[src/rtl/aes_pkg.sv]
// Shared AES-128 types, constants and byte-level transforms for the iterative round controller.
// Byte n of a 128-bit state sits at [127-8n -: 8] and maps to row n%4, column n/4.
package aes_pkg;

    typedef logic [127:0] aes_state_t;

    localparam int NR = 10;

    typedef enum logic [1:0] {
        IDLE = 2'd0,
        RUN  = 2'd1,
        DONE = 2'd2
    } fsm_t;

    // MSB bit position of the byte at (row, col) in column-major order.
    function automatic int byte_pos(input int r, input int c);
        return 127 - 8 * (r + 4 * c);
    endfunction

    function automatic int col_pos(input int c);
        return 127 - 32 * c;
    endfunction

    function automatic logic [7:0] xtime(input logic [7:0] b);
        return {b[6:0], 1'b0} ^ (b[7] ? 8'h1b : 8'h00);
    endfunction

    function automatic aes_state_t shift_rows(input aes_state_t s);
        aes_state_t res;
        res = '0;
        for (int r = 0; r < 4; r++) begin
            for (int c = 0; c < 4; c++) begin
                res[byte_pos(r, c) -: 8] = s[byte_pos(r, (c + r) % 4) -: 8];
            end
        end
        return res;
    endfunction

    // One column, row 0 in [31:24]; multiply by the {02,03,01,01} circulant.
    function automatic logic [31:0] mix_column(input logic [31:0] col);
        logic [7:0] a0, a1, a2, a3;
        logic [7:0] b0, b1, b2, b3;
        a0 = col[31:24];
        a1 = col[23:16];
        a2 = col[15:8];
        a3 = col[7:0];
        b0 = xtime(a0) ^ (xtime(a1) ^ a1) ^ a2 ^ a3;
        b1 = a0 ^ xtime(a1) ^ (xtime(a2) ^ a2) ^ a3;
        b2 = a0 ^ a1 ^ xtime(a2) ^ (xtime(a3) ^ a3);
        b3 = (xtime(a0) ^ a0) ^ a1 ^ a2 ^ xtime(a3);
        return {b0, b1, b2, b3};
    endfunction

endpackage

[src/rtl/aes_round_ctrl_if.sv]
// Plaintext/ciphertext handshakes plus the key-store and SubBytes side channels.
// master = round controller side, slave = surrounding environment.
interface aes_round_ctrl_if;
    import aes_pkg::*;

    logic       pt_valid;
    logic       pt_ready;
    aes_state_t pt;
    logic [3:0] rk_idx;
    aes_state_t rk;
    aes_state_t sb_in;
    aes_state_t sb_out;
    logic       ct_valid;
    logic       ct_ready;
    aes_state_t ct;
    logic       busy;

    modport master (
        input  pt_valid, pt, rk, sb_out, ct_ready,
        output pt_ready, rk_idx, sb_in, ct_valid, ct, busy
    );

    modport slave (
        output pt_valid, pt, rk, sb_out, ct_ready,
        input  pt_ready, rk_idx, sb_in, ct_valid, ct, busy
    );

endinterface

[src/rtl/aes_mix_columns.sv]
// Combinational MixColumns over the full 128-bit state, one mix_column per column.
module aes_mix_columns
    import aes_pkg::*;
(
    input  aes_state_t din,
    output aes_state_t dout
);

    for (genvar c = 0; c < 4; c++) begin : g_col
        assign dout[col_pos(c) -: 32] = mix_column(din[col_pos(c) -: 32]);
    end

endmodule

[src/rtl/aes_round_ctrl.sv]
// Iterative AES-128 round controller wrapped around an external combinational SubBytes.
// Optional AES_ROUND_CTRL_ZEROIZE_EN clears the state register once the ciphertext is taken.
module aes_round_ctrl
    import aes_pkg::*;
(
    input logic            clk,
    input logic            rst_n,
    aes_round_ctrl_if.master bus
);

    fsm_t       fsm_q, fsm_d;
    aes_state_t state_q, state_d;
    logic [3:0] round_q, round_d;

    aes_state_t sr_out;
    aes_state_t mc_out;
    aes_state_t rnd_out;
    logic       last_round;

    assign last_round = (round_q == 4'(NR));
    assign sr_out     = shift_rows(bus.sb_out);

    aes_mix_columns u_mix_columns (
        .din  (sr_out),
        .dout (mc_out)
    );

    // The final round skips MixColumns.
    assign rnd_out = last_round ? sr_out : mc_out;

    assign bus.sb_in    = state_q;
    assign bus.ct       = state_q;
    assign bus.pt_ready = (fsm_q == IDLE);
    assign bus.ct_valid = (fsm_q == DONE);
    assign bus.busy     = (fsm_q != IDLE);
    assign bus.rk_idx   = (fsm_q == RUN) ? round_q : 4'd0;

    // NOTE: sequential state uses non-blocking assignments so every register samples
    // pre-edge values regardless of statement order.
    always_ff @(posedge clk) begin
        if (!rst_n) begin
            fsm_q   <= IDLE;
            state_q <= '0;
            round_q <= '0;
        end else begin
            fsm_q   <= fsm_d;
            state_q <= state_d;
            round_q <= round_d;
        end
    end

    // NOTE: every output of this block is given a hold value up front so no path
    // leaves it unassigned and infers a latch.
    always_comb begin
        fsm_d   = fsm_q;
        state_d = state_q;
        round_d = round_q;
        unique case (fsm_q)
            IDLE: begin
                if (bus.pt_valid) begin
                    state_d = bus.pt ^ bus.rk;
                    round_d = 4'd1;
                    fsm_d   = RUN;
                end
            end
            RUN: begin
                state_d = rnd_out ^ bus.rk;
                if (last_round) begin
                    fsm_d = DONE;
                end else begin
                    round_d = round_q + 4'd1;
                end
            end
            DONE: begin
                if (bus.ct_ready) begin
                    fsm_d   = IDLE;
                    round_d = 4'd0;
`ifdef AES_ROUND_CTRL_ZEROIZE_EN
                    state_d = '0;
`else
                    state_d = state_q;
`endif
                end
            end
            default: fsm_d = IDLE;
        endcase
    end

endmodule
[src/flat_wrapper.sv]
// flat-port wrapper written by rule: the top's interface ports become plain ports
module aes_round_ctrl_flat import aes_pkg::*;
  (clk, rst_n, bus_pt_valid, bus_pt, bus_rk, bus_sb_out, bus_ct_ready, bus_pt_ready, bus_rk_idx, bus_sb_in, bus_ct_valid, bus_ct, bus_busy);
  aes_round_ctrl_if bus_i ();
  input logic clk;
  input logic rst_n;
  input wire logic [$bits(bus_i.pt_valid)-1:0] bus_pt_valid;
  input wire logic [$bits(bus_i.pt)-1:0] bus_pt;
  input wire logic [$bits(bus_i.rk)-1:0] bus_rk;
  input wire logic [$bits(bus_i.sb_out)-1:0] bus_sb_out;
  input wire logic [$bits(bus_i.ct_ready)-1:0] bus_ct_ready;
  output wire logic [$bits(bus_i.pt_ready)-1:0] bus_pt_ready;
  output wire logic [$bits(bus_i.rk_idx)-1:0] bus_rk_idx;
  output wire logic [$bits(bus_i.sb_in)-1:0] bus_sb_in;
  output wire logic [$bits(bus_i.ct_valid)-1:0] bus_ct_valid;
  output wire logic [$bits(bus_i.ct)-1:0] bus_ct;
  output wire logic [$bits(bus_i.busy)-1:0] bus_busy;
  assign bus_i.pt_valid = bus_pt_valid;
  assign bus_i.pt = bus_pt;
  assign bus_i.rk = bus_rk;
  assign bus_i.sb_out = bus_sb_out;
  assign bus_i.ct_ready = bus_ct_ready;
  assign bus_pt_ready = bus_i.pt_ready;
  assign bus_rk_idx = bus_i.rk_idx;
  assign bus_sb_in = bus_i.sb_in;
  assign bus_ct_valid = bus_i.ct_valid;
  assign bus_ct = bus_i.ct;
  assign bus_busy = bus_i.busy;
  aes_round_ctrl u_core (.clk(clk), .rst_n(rst_n), .bus(bus_i));
endmodule
[config.mk]
export PLATFORM = sky130hd
export DESIGN_NAME = aes_round_ctrl_flat
export DESIGN_NICKNAME = d
export VERILOG_FILES = /design/src/rtl/aes_pkg.sv /design/src/rtl/aes_round_ctrl_if.sv /design/src/rtl/aes_mix_columns.sv /design/src/rtl/aes_round_ctrl.sv /design/src/flat_wrapper.sv
export SDC_FILE = /design/constraint.sdc
export NUM_CORES = 1
export LEC_CHECK = 0
export CORE_AREA = 2 2 256 258
export DETAILED_ROUTE_END_ITERATION = 6
export DIE_AREA = 0 0 258 260
export PLACE_DENSITY = 0.53
export SYNTH_ARGS = -nofsm -noshare
export SYNTH_HDL_FRONTEND = slang
export SYNTH_SLANG_ARGS = --single-unit
[constraint.sdc]
create_clock -name clk -period 2.2 [get_ports clk]
set_clock_uncertainty 0.15 [all_clocks]
set_input_delay 0.22 -clock clk [delete_from_list [all_inputs] [get_ports clk]]
set_output_delay 0.22 -clock clk [all_outputs]
set_load 0.05 [all_outputs]
# ---- Word level (Yosys, flattened, before mapping)
# Index checks and enable logic that the tools add are counted.
dict set report classes {
  bitwise 82
  n_reduce_logical 7
  n_mux 28
  add_sub_neg 1
  n_eq_ne 7
}
# cell n
set op_table {}
lappend op_table {{$xor A8 B8 Y8} 65}
lappend op_table {{$mux W128} 2}
lappend op_table {{$pmux W128 S2} 1}
lappend op_table {{$xor A128 B128 Y128} 2}
lappend op_table {{$xor A8 B5 Y8} 15}
lappend op_table {{$mux W5} 16}
lappend op_table {{$mux W4} 4}
lappend op_table {{$pmux W4 S3} 1}
lappend op_table {{$mux W2} 3}
lappend op_table {{$ne A2 B2 Y1 const B} 3}
lappend op_table {{$pmux W2 S3} 1}
lappend op_table {{$add A4 B1 Y4 const B} 1}
lappend op_table {{$eq A4 B4 Y1 const B} 1}
lappend op_table {{$reduce_and A4 Y1} 1}
lappend op_table {{$reduce_bool A2 Y1} 2}
lappend op_table {{$reduce_and A3 Y1} 1}
lappend op_table {{$reduce_bool A3 Y1} 1}
lappend op_table {{$eq A2 B1 Y1 const B} 1}
lappend op_table {{$eq A2 B2 Y1 const B} 1}
lappend op_table {{$logic_not A2 Y1} 1}
lappend op_table {{$ne A2 B1 Y1 const B} 1}
lappend op_table {{$reduce_and A2 Y1} 1}
dict set report totals {
  ff_bits 134
}

# ---- Depth between registers and ports, before layout
# Gate-level depths: netlist of run 1.
dict set report logic_depth {
  depth_word 9
  depth_mapped 11
  ltp_nobuf 7
}

# ---- By module
# From an unflattened synthesis of run 1, not the netlist that was laid out.
dict set report unflattened {
  cells_unflattened 1221
  hier_area_um2 14606.5
}
# mod n_inst area_each_um2 cells_per_inst
set by_module_without_submodules {}
lappend by_module_without_submodules {aes_round_ctrl 1 9342.7 886}
lappend by_module_without_submodules {aes_mix_columns 1 5263.8 335}

# ---- Least setup slack after synthesis of run 1
# No wires, ideal clock.
dict set report synth_timing {
  path_type {register to register}
  startpoint {register u_core.fsm_q[0]}
  endpoint {register u_core.round_q[3]}
  required_time_ps 1974
  stages_incl_launch_ff 8
  setup_ps 76
  t_arrival_ps 2533
  setup_slack_ps -559
  period_less_slack_ps 2759
  cell_sequence {dfxtp_1 inv_1 ha_1 inv_1 o22ai_1 a311o_1 or4_1 a21boi_0}
}
dict set report synth_between {
  elab_chain_len 3
}
# element line_no
set synth_rtl {}
lappend synth_rtl {{start: declaration} aes_round_ctrl.sv:11} ;# fsm_t fsm_q, fsm_d;
lappend synth_rtl {{start signal: assignment} aes_round_ctrl.sv:46} ;# fsm_q <= fsm_d;
lappend synth_rtl {{$logic_not A2 Y1 (*)} -}
lappend synth_rtl {{named net bus_pt_ready} flat_wrapper.sv:12} ;# output wire logic [$bits(bus_i.pt_ready)-1:0] bus_pt_ready;
lappend synth_rtl {{$ne A2 B2 Y1 (no source line) or $reduce_bool A3 Y1 (tied branches)} -}
lappend synth_rtl {{$reduce_and A4 Y1 (no source line)} -}
lappend synth_rtl {{end signal: assignment} aes_round_ctrl.sv:48} ;# round_q <= round_d;
lappend synth_rtl {{end: declaration} aes_round_ctrl.sv:13} ;# logic [3:0] round_q, round_d;
# Mark *: on every way through the listed nets, which the timed path passes. The rest lies on a longest branch.
# A chain may end at the register's enable or synchronous reset.

# ---- Worst setup path after layout of run 1
dict set report layout_timing {
  startpoint {register u_core.round_q[0]}
  endpoint {register u_core.state_q[69] (netlist: u_core.bus.ct[69])}
}
dict set report layout_between {
  elab_chain_len 4
}
# element line_no
set layout_rtl {}
lappend layout_rtl {{$eq A4 B4 Y1} aes_round_ctrl.sv:20} ;# assign last_round = (round_q == 4'(NR));
lappend layout_rtl {{$mux W128} aes_round_ctrl.sv:29} ;# assign rnd_out = last_round ? sr_out : mc_out;
lappend layout_rtl {{$xor A128 B128 Y128} aes_round_ctrl.sv:67} ;# state_d = rnd_out ^ bus.rk;
lappend layout_rtl {{$pmux W128 S2} aes_round_ctrl.sv:58} ;# unique case (fsm_q)
lappend layout_rtl {{end signal: assignment} aes_round_ctrl.sv:47} ;# state_q <= state_d;
lappend layout_rtl {{end: declaration} aes_round_ctrl.sv:12} ;# aes_state_t state_q, state_d;
# No other way between the ends.

==> results of run 1 <==
cell usage in the layout, fill, tap and decap left out, types with 4 or more instances in the layout:
| cell type | count |
|---|---|
| o22ai_1 | 28 |
| xnor3_1 | 123 |
| a221oi_2 | 26 |
| buf_6 | 5 |
| xor2_1 | 130 |
| o221a_2 | 4 |
| a221o_1 | 16 |
| dfxtp_1 | 131 |
| nand2_1 | 129 |
| inv_1 | 14 |
| buf_4 | 291 |
| bufinv_16 | 4 |
| xnor2_1 | 129 |
| o221ai_1 | 8 |
| clkinvlp_4 | 4 |
| and3_1 | 78 |
| clkbuf_16 | 20 |
| nand3_1 | 11 |
| xnor2_2 | 6 |
| nor2_1 | 47 |
| a21oi_1 | 38 |
| o22ai_2 | 6 |
| o21ai_0 | 127 |
| xor3_1 | 40 |
| a221oi_4 | 4 |
| clkdlybuf4s50_1 | 635 |
| buf_12 | 21 |
| buf_16 | 4 |
| a221oi_1 | 37 |
through the flow:
| step | cells | setup TNS [ns] | area (µm²) | hold slack (ns) | total power, mW |
|---|---|---|---|---|---|
| after CTS | 3019 | 0 | 23260 | 0.1952 | 16.67 |
| after floorplan | 1428 | -0.02618 | 13810 | 0.1982 | 9.514 |
| after detailed placement | 2982 | -27.24 | 22430 | 0.3179 | 13.12 |
| after global routing | 3029 | -0.1075 | 23600 | 0.2323 | 17.45 |
| after global placement | 2982 | -24.71 | 22430 | 0.3024 | 13.08 |
| final | 3029 | 0 | 23600 | 0.2329 | 16.73 |
cell type report:
| type | instances | area [µm²] |
|---|---|---|
| clock buffers | 19 | 442.9 |
| inverters | 19 | 77.57 |
| repair buffers | 962 | 9233 |
| well taps | 855 | 1070 |
| multi-input cells | 1025 | 9892 |
| flip-flops and latches | 134 | 2686 |
| clock inverters | 13 | 195.2 |
| fillers | 6400 | 40510 |
| diodes | 2 | 5.005 |
report_power, final:
group,switching [mW],internal (mW)
combinational,5.57,4.61
sequential,0.369,2.81
clock,1.43,1.94
total,7.36,9.37
worst max-delay path: stages, from the launching register on:
cell	delay, ns
dfxtp_2	0.32
inv_2	0.08
ha_4	0.13
and3b_4	0.31
nor2_4	0.10
buf_12	0.18
a221o_1	0.34
xnor2_1	0.12
buf_4	0.15
o21ai_0	0.15
cell usage after synthesis (all sizes together):
cell type  count  area, µm²
or4            2      15.01
and3b          1      8.760
mux2i          1      10.01
a221o         16      160.2
nand2        130      488.0
clkbuf        79      296.5
a22o           2      17.52
o211ai         1      7.510
a21boi         3      22.52
a221oi        67      611.8
xor3          40      950.9
ha             7      87.58
a2111o         1      11.26
and3          79      494.2
o221a          4      45.04
a311o          1      10.01
nor2b          3      18.77
xor2         131       1155
nor4           1      6.260
nor2          50      187.7
nand3         11      55.05
o22ai         35      219.0
nand2b         1      6.260
nand3b         1      7.510
dfxtp        134       2683
xnor3        123       2770
inv           19      71.31
xnor2        136       1247
and2           3      18.77
o21ai        129      645.6
a21oi         38      190.2
buf          171       1184
o221ai         8      70.07
sequential cells by signal, indices dropped and copies added, names as in the netlist:
name	cells
u_core.fsm_q	2
u_core.bus.ct	128
u_core.round_q	4
logic make-up after synthesis:
group / after synthesis / share of synthesized area
AO/OA/AOI/OAI: 305 / 0.1460
XOR/XNOR: 430 / 0.4446
adder cells (fa/ha/maj): 7 / 0.006359
buffers and inverters: 269 / 0.1127
flip-flops: 134 / 0.1948
multiplexers: 1 / 0.0007268
AND/OR/NAND/NOR: 282 / 0.09485
timing repair:
item / in CTS / in global routing
buffers inserted: 4 / 3
endpoints found under the hold margin: 0 / 0
endpoints found under the setup margin: 22 / 65
cloned: 1 / 5
gates resized for setup: 28 / 32
pin swaps: 1 / 5
metal layers:
metal  vias up  GRT usage
met3        55    0.04055
met1      6536     0.2316
met2       493     0.3101
met4         4    0.04672
li1       6336          -
met5         -          0
worst max-delay path by stage:
stage               cells past startpoint                              end                      startpoint
finish                                  9   u_core.bus.ct[69]$_SDFFE_PN0P_  u_core.round_q[0]$_SDFFE_PN0P_
global route                            9   u_core.bus.ct[90]$_SDFFE_PN0P_  u_core.round_q[0]$_SDFFE_PN0P_
CTS                                     9    u_core.bus.ct[6]$_SDFFE_PN0P_  u_core.round_q[0]$_SDFFE_PN0P_
detailed placement                      7  u_core.bus.ct[107]$_SDFFE_PN0P_                  bus_sb_out[47]
global placement                        7  u_core.bus.ct[108]$_SDFFE_PN0P_                 bus_sb_out[124]
floorplan                               7   u_core.round_q[3]$_SDFFE_PN0P_    u_core.fsm_q[1]$_SDFFE_PN0P_
==> results.cfg, run 1 <==
[yosys]
synth.distinct_cells = 41
syn_inst = 1428
ys_ff_latch = 134
synth_warnings = 0
syn_area_per_cell_um2 = 9.644
yosysSeqAreaShare = 0.1948
syn_nets = 1823
syn_area_mm2 = 0.01377

[routing]
drt-total-wl_mm = 65.04
wl_met2_mm = 31.88
dr.max_layer_used = met5
first_pass_iters = 5
route.detailed.drc = 0
dr_wl_met3_mm = 3.854
viasPerCell = 4.432
wl_met1_mm = 28.27
drtIter0Drc = 799
detail-route-antenna-nets = 0
route.vias.total = 13424
wl_per_cell_um = 21.47

[sta]
timing.fmax_mhz = 459.0
tightest_slew_ns = 0.5806
fin_crit_sh = 0.9903
layout_setup_ws_ns = 0.02142
rsz0062_at_grt = yes
relSlewSlack = 0.6118
hold_viol = 0
finalSetupViolations = 0
fin_crit_ns = 2.179
slew_viol_final = 0

[clock_network]
cts_made_buffers = 17
insertion_delay_ns = 0.47
cts_buffer_depth = 2
cts.clk_slew.worst_paths_ns = 0.08
cts_root_buffer = clkbuf_16
cts_sinks = 134
h-tree-depth = 4
hold_buffers = 0
cts_tree = yes

[min_path]
hold_end = u_core.bus.ct[20]$_SDFFE_PN0P_
hold_class = in2reg
holdPathStages = 3
hold_path_startpoint = bus_rk[20]

[global_routing]
grtUsageTotal = 0.1818
grt_overflow = 0
grt_pass1_vias = 13624
grt_pass1_wl_mm = 90.70
antenna_found_initial = 4
grt_max_degree = 65

[setup_path]
required_ns = 2.45
crit_fanout = 30
crit_type = reg2reg
cp-start-kind = flop
r2r-start = u_core.round_q[0]$_SDFFE_PN0P_
r2r_end = u_core.bus.ct[69]$_SDFFE_PN0P_
rrSetupSlack_ns = 0.02
endpoint_kind = flop
reg2regPathDepth = 9
worst-endpoint-arrival_ns = 2.42

[power_and_ir_drop]
p_leak_nw = 10.42
powerDensity_mw_per_mm2 = 708.9
peakVddDrop_v = 0.0005530

[placed_design]
portBuffers = 650
pre_cts_ws_ns = -0.4538
gp_congestion = 0.8811
place_hpwl_mm = 49.97

[floorplan]
die_y_um = 260
start_util = 0.2148
core-area_mm2 = 0.06412
dieArea_mm2 = 0.06708
row_count = 93
die_x_um = 258
ios = 651

[run_status]
outcome = completed

[finish]
area_delta_synth_final_pct = 71.37
fin_util = 0.3681
drive_gt1_frac = 0.1961
final_nets = 2554

[flow_run]
cap_violations = 0
Power figures use the tool's default switching activity.
==> inputs of run 2 (changes only) <==
- CAP_MARGIN: unset -> 30
- CORE_AREA: 2 2 256 258 -> 2 2 250 252
- DIE_AREA: 0 0 258 260 -> 0 0 252 254
- clock period: 2.2 -> 2.64 ns (I/O delays scaled with it)
==> results.cfg, run 2 (synthesis gave the netlist of run 1 again) <==
[flow_run]
cap_violations = 0

[min_path]
hold_class = in2reg
holdPathStages = 3
hold_path_startpoint = bus_rk[65]
hold_end = u_core.bus.ct[65]$_SDFFE_PN0P_

[setup_path]
required_ns = 2.85
crit_path_max_incr_delay_ns = 0.41
cp_num_buf_inv = 3
cpMaxStageDelayCell = dfxtp_1
crit_chain = inv_1 > ha_1 > and3b_4 > buf_12 > and3_1 > a221oi_1 > buf_4 > xor2_1 > o21ai_0
worst-endpoint-arrival_ns = 2.69
cp-start-kind = flop
crit_family = buffers and inverters
crit_fanout = 64
r2r-start = u_core.round_q[0]$_SDFFE_PN0P_
reg2regPathDepth = 9
rrSetupSlack_ns = 0.16
endpoint_kind = flop
crit_type = reg2reg
r2r_end = u_core.bus.ct[6]$_SDFFE_PN0P_

[routing]
route.detailed.drc = 0
route.vias.total = 12515
first_pass_iters = 5
detail-route-antenna-nets = 0
viasPerCell = 4.518
drt-total-wl_mm = 60.38
wl_per_cell_um = 21.80
drtIter0Drc = 679

[sta]
relSlewSlack = 0.5625
rsz0062_at_grt = no
finalSetupViolations = 0
timing.fmax_mhz = 403.9
hold_viol = 0
fin_crit_sh = 0.9377
whs_ns = 0.2848
fin_crit_ns = 2.476
tightest_slew_ns = 0.6515
slew_viol_final = 0

[placed_design]
portBuffers = 650
gp_congestion = 0.8821
place_hpwl_mm = 47.84
post_dp_cell_area_mm2 = 0.02091
dp_cells = 2737

[finish]
mostFrequentLayoutCells = 643 x clkdlybuf4s50_1, 134 x dfxtp_1, 130 x xor2_1, 130 x xnor2_1
largest_reg_flops = 128
final_nets = 2361
layout.cells.non_filler = 2770
stdcell_area_mm2 = 0.02154
final_common_cell = clkdlybuf4s50_1
area_delta_synth_final_pct = 56.43
fillers = 6238
drive_gt1_frac = 0.08999

[floorplan]
core-area_mm2 = 0.06126
die_x_um = 252
start_util = 0.2248
dieArea_mm2 = 0.06401
row_count = 91
die_y_um = 254
ios = 651

[clock_network]
cts_made_buffers = 17
cts_buffer_depth = 2
h-tree-depth = 4
cts_root_buffer = clkbuf_16
cts_tree = yes
cts.clk_slew.worst_paths_ns = 0.07
insertion_delay_ns = 0.48
cts_sinks = 134
hold_buffers = 0

[global_routing]
grt_pass1_vias = 13015
grt_pass1_wl_mm = 87.25
grt_max_degree = 79
grtUsageTotal = 0.1840
antenna_found_initial = 4
grt_overflow = 0

[power_and_ir_drop]
p_leak_nw = 9.318
powerDensity_mw_per_mm2 = 613.8
peakVddDrop_v = 0.0004987

[run_status]
outcome = completed
## run 2: changes by cell type in the layout (fill, tap and decap cells not counted), moves of 6 or more
cell	before	now
buf_4	291	109
a221oi_1	37	63
a221oi_2	26	4
clkdlybuf4s50_1	635	643
o22ai_1	28	35
o22ai_2	6	0
## run 2: through the flow
stage / util / setup slack (ns) / setup TNS, ns / total power [mW]
global placement: 0.3413 / -0.1512 / -0.4200 / 10.53
floorplan: - / -0.04268 / -0.04268 / 7.918
detailed placement: 0.3413 / -0.2310 / -0.4655 / 10.55
global route: 0.3517 / 0.02361 / 0 / 13.83
CTS: 0.3516 / 0.1087 / 0 / 13.42
finish: 0.3517 / 0.1644 / 0 / 13.22
## run 2: where the power goes
group / switching (mW) / leakage [nW] / internal (mW) / total, mW
Sequential: 0.320 / 1.10 / 2.35 / 2.67
Combinational: 4.40 / 7.91 / 3.41 / 7.81
Clock: 1.12 / 0.302 / 1.63 / 2.75
Total: 5.84 / 9.32 / 7.38 / 13.2
## run 2: worst max-delay path by stage
stage | startpoint | slack (ns) | depth (start not counted) | endpoint
after floorplan | u_core.fsm_q[0]$_SDFFE_PN0P_ | -0.04 | 7 | u_core.round_q[0]$_SDFFE_PN0P_
after global placement | bus_sb_out[47] | -0.15 | 6 | u_core.bus.ct[107]$_SDFFE_PN0P_
after detailed placement | bus_sb_out[31] | -0.23 | 7 | u_core.bus.ct[25]$_SDFFE_PN0P_
after CTS | u_core.fsm_q[1]$_SDFFE_PN0P_ | 0.11 | 6 | bus_rk_idx[2]
after global routing | u_core.round_q[0]$_SDFFE_PN0P_ | 0.02 | 8 | u_core.bus.ct[25]$_SDFFE_PN0P_
final | u_core.round_q[0]$_SDFFE_PN0P_ | 0.16 | 9 | u_core.bus.ct[6]$_SDFFE_PN0P_
## run 2: area by class of cell
type | count | area [µm²] | share of cell area
Tap cell | 790 | 988.4 | 0.04588
Sequential cell | 134 | 2683 | 0.1245
Clock inverter | 11 | 175.2 | 0.008131
Clock buffer | 20 | 456.7 | 0.02120
Timing Repair Buffer | 769 | 7584 | 0.3520
Multi-Input combinational cell | 1025 | 9574 | 0.4444
Inverter | 19 | 77.57 | 0.003601
Antenna cell | 2 | 5.005 | 0.0002323
## run 2: repair_timing
item	CTS	global route
endpoints found under the setup margin	1	0
resized for setup	1	0
setup buffers	0	0
## run 2: worst min-delay path: stages
cell and delay, ns:
clkdlybuf4s50_1 0.41, xnor2_1 0.15, o21ai_0 0.06
## run 2: per-layer routing
metal / share of wire / vias to the layer above / global-route usage
li1: - / 5947 / -
met1: 0.42 / 6021 / 0.2319
met2: 0.49 / 496 / 0.3111
met3: 0.066 / 47 / 0.04343
met4: 0.019 / 4 / 0.05545
met5: 0.00045 / - / 0
==> inputs of run 3 (changes only) <==
- SLEW_MARGIN: unset -> 5
==> results of run 3 <==
The final DEF is identical to that of run 2; final timing and power are the same.
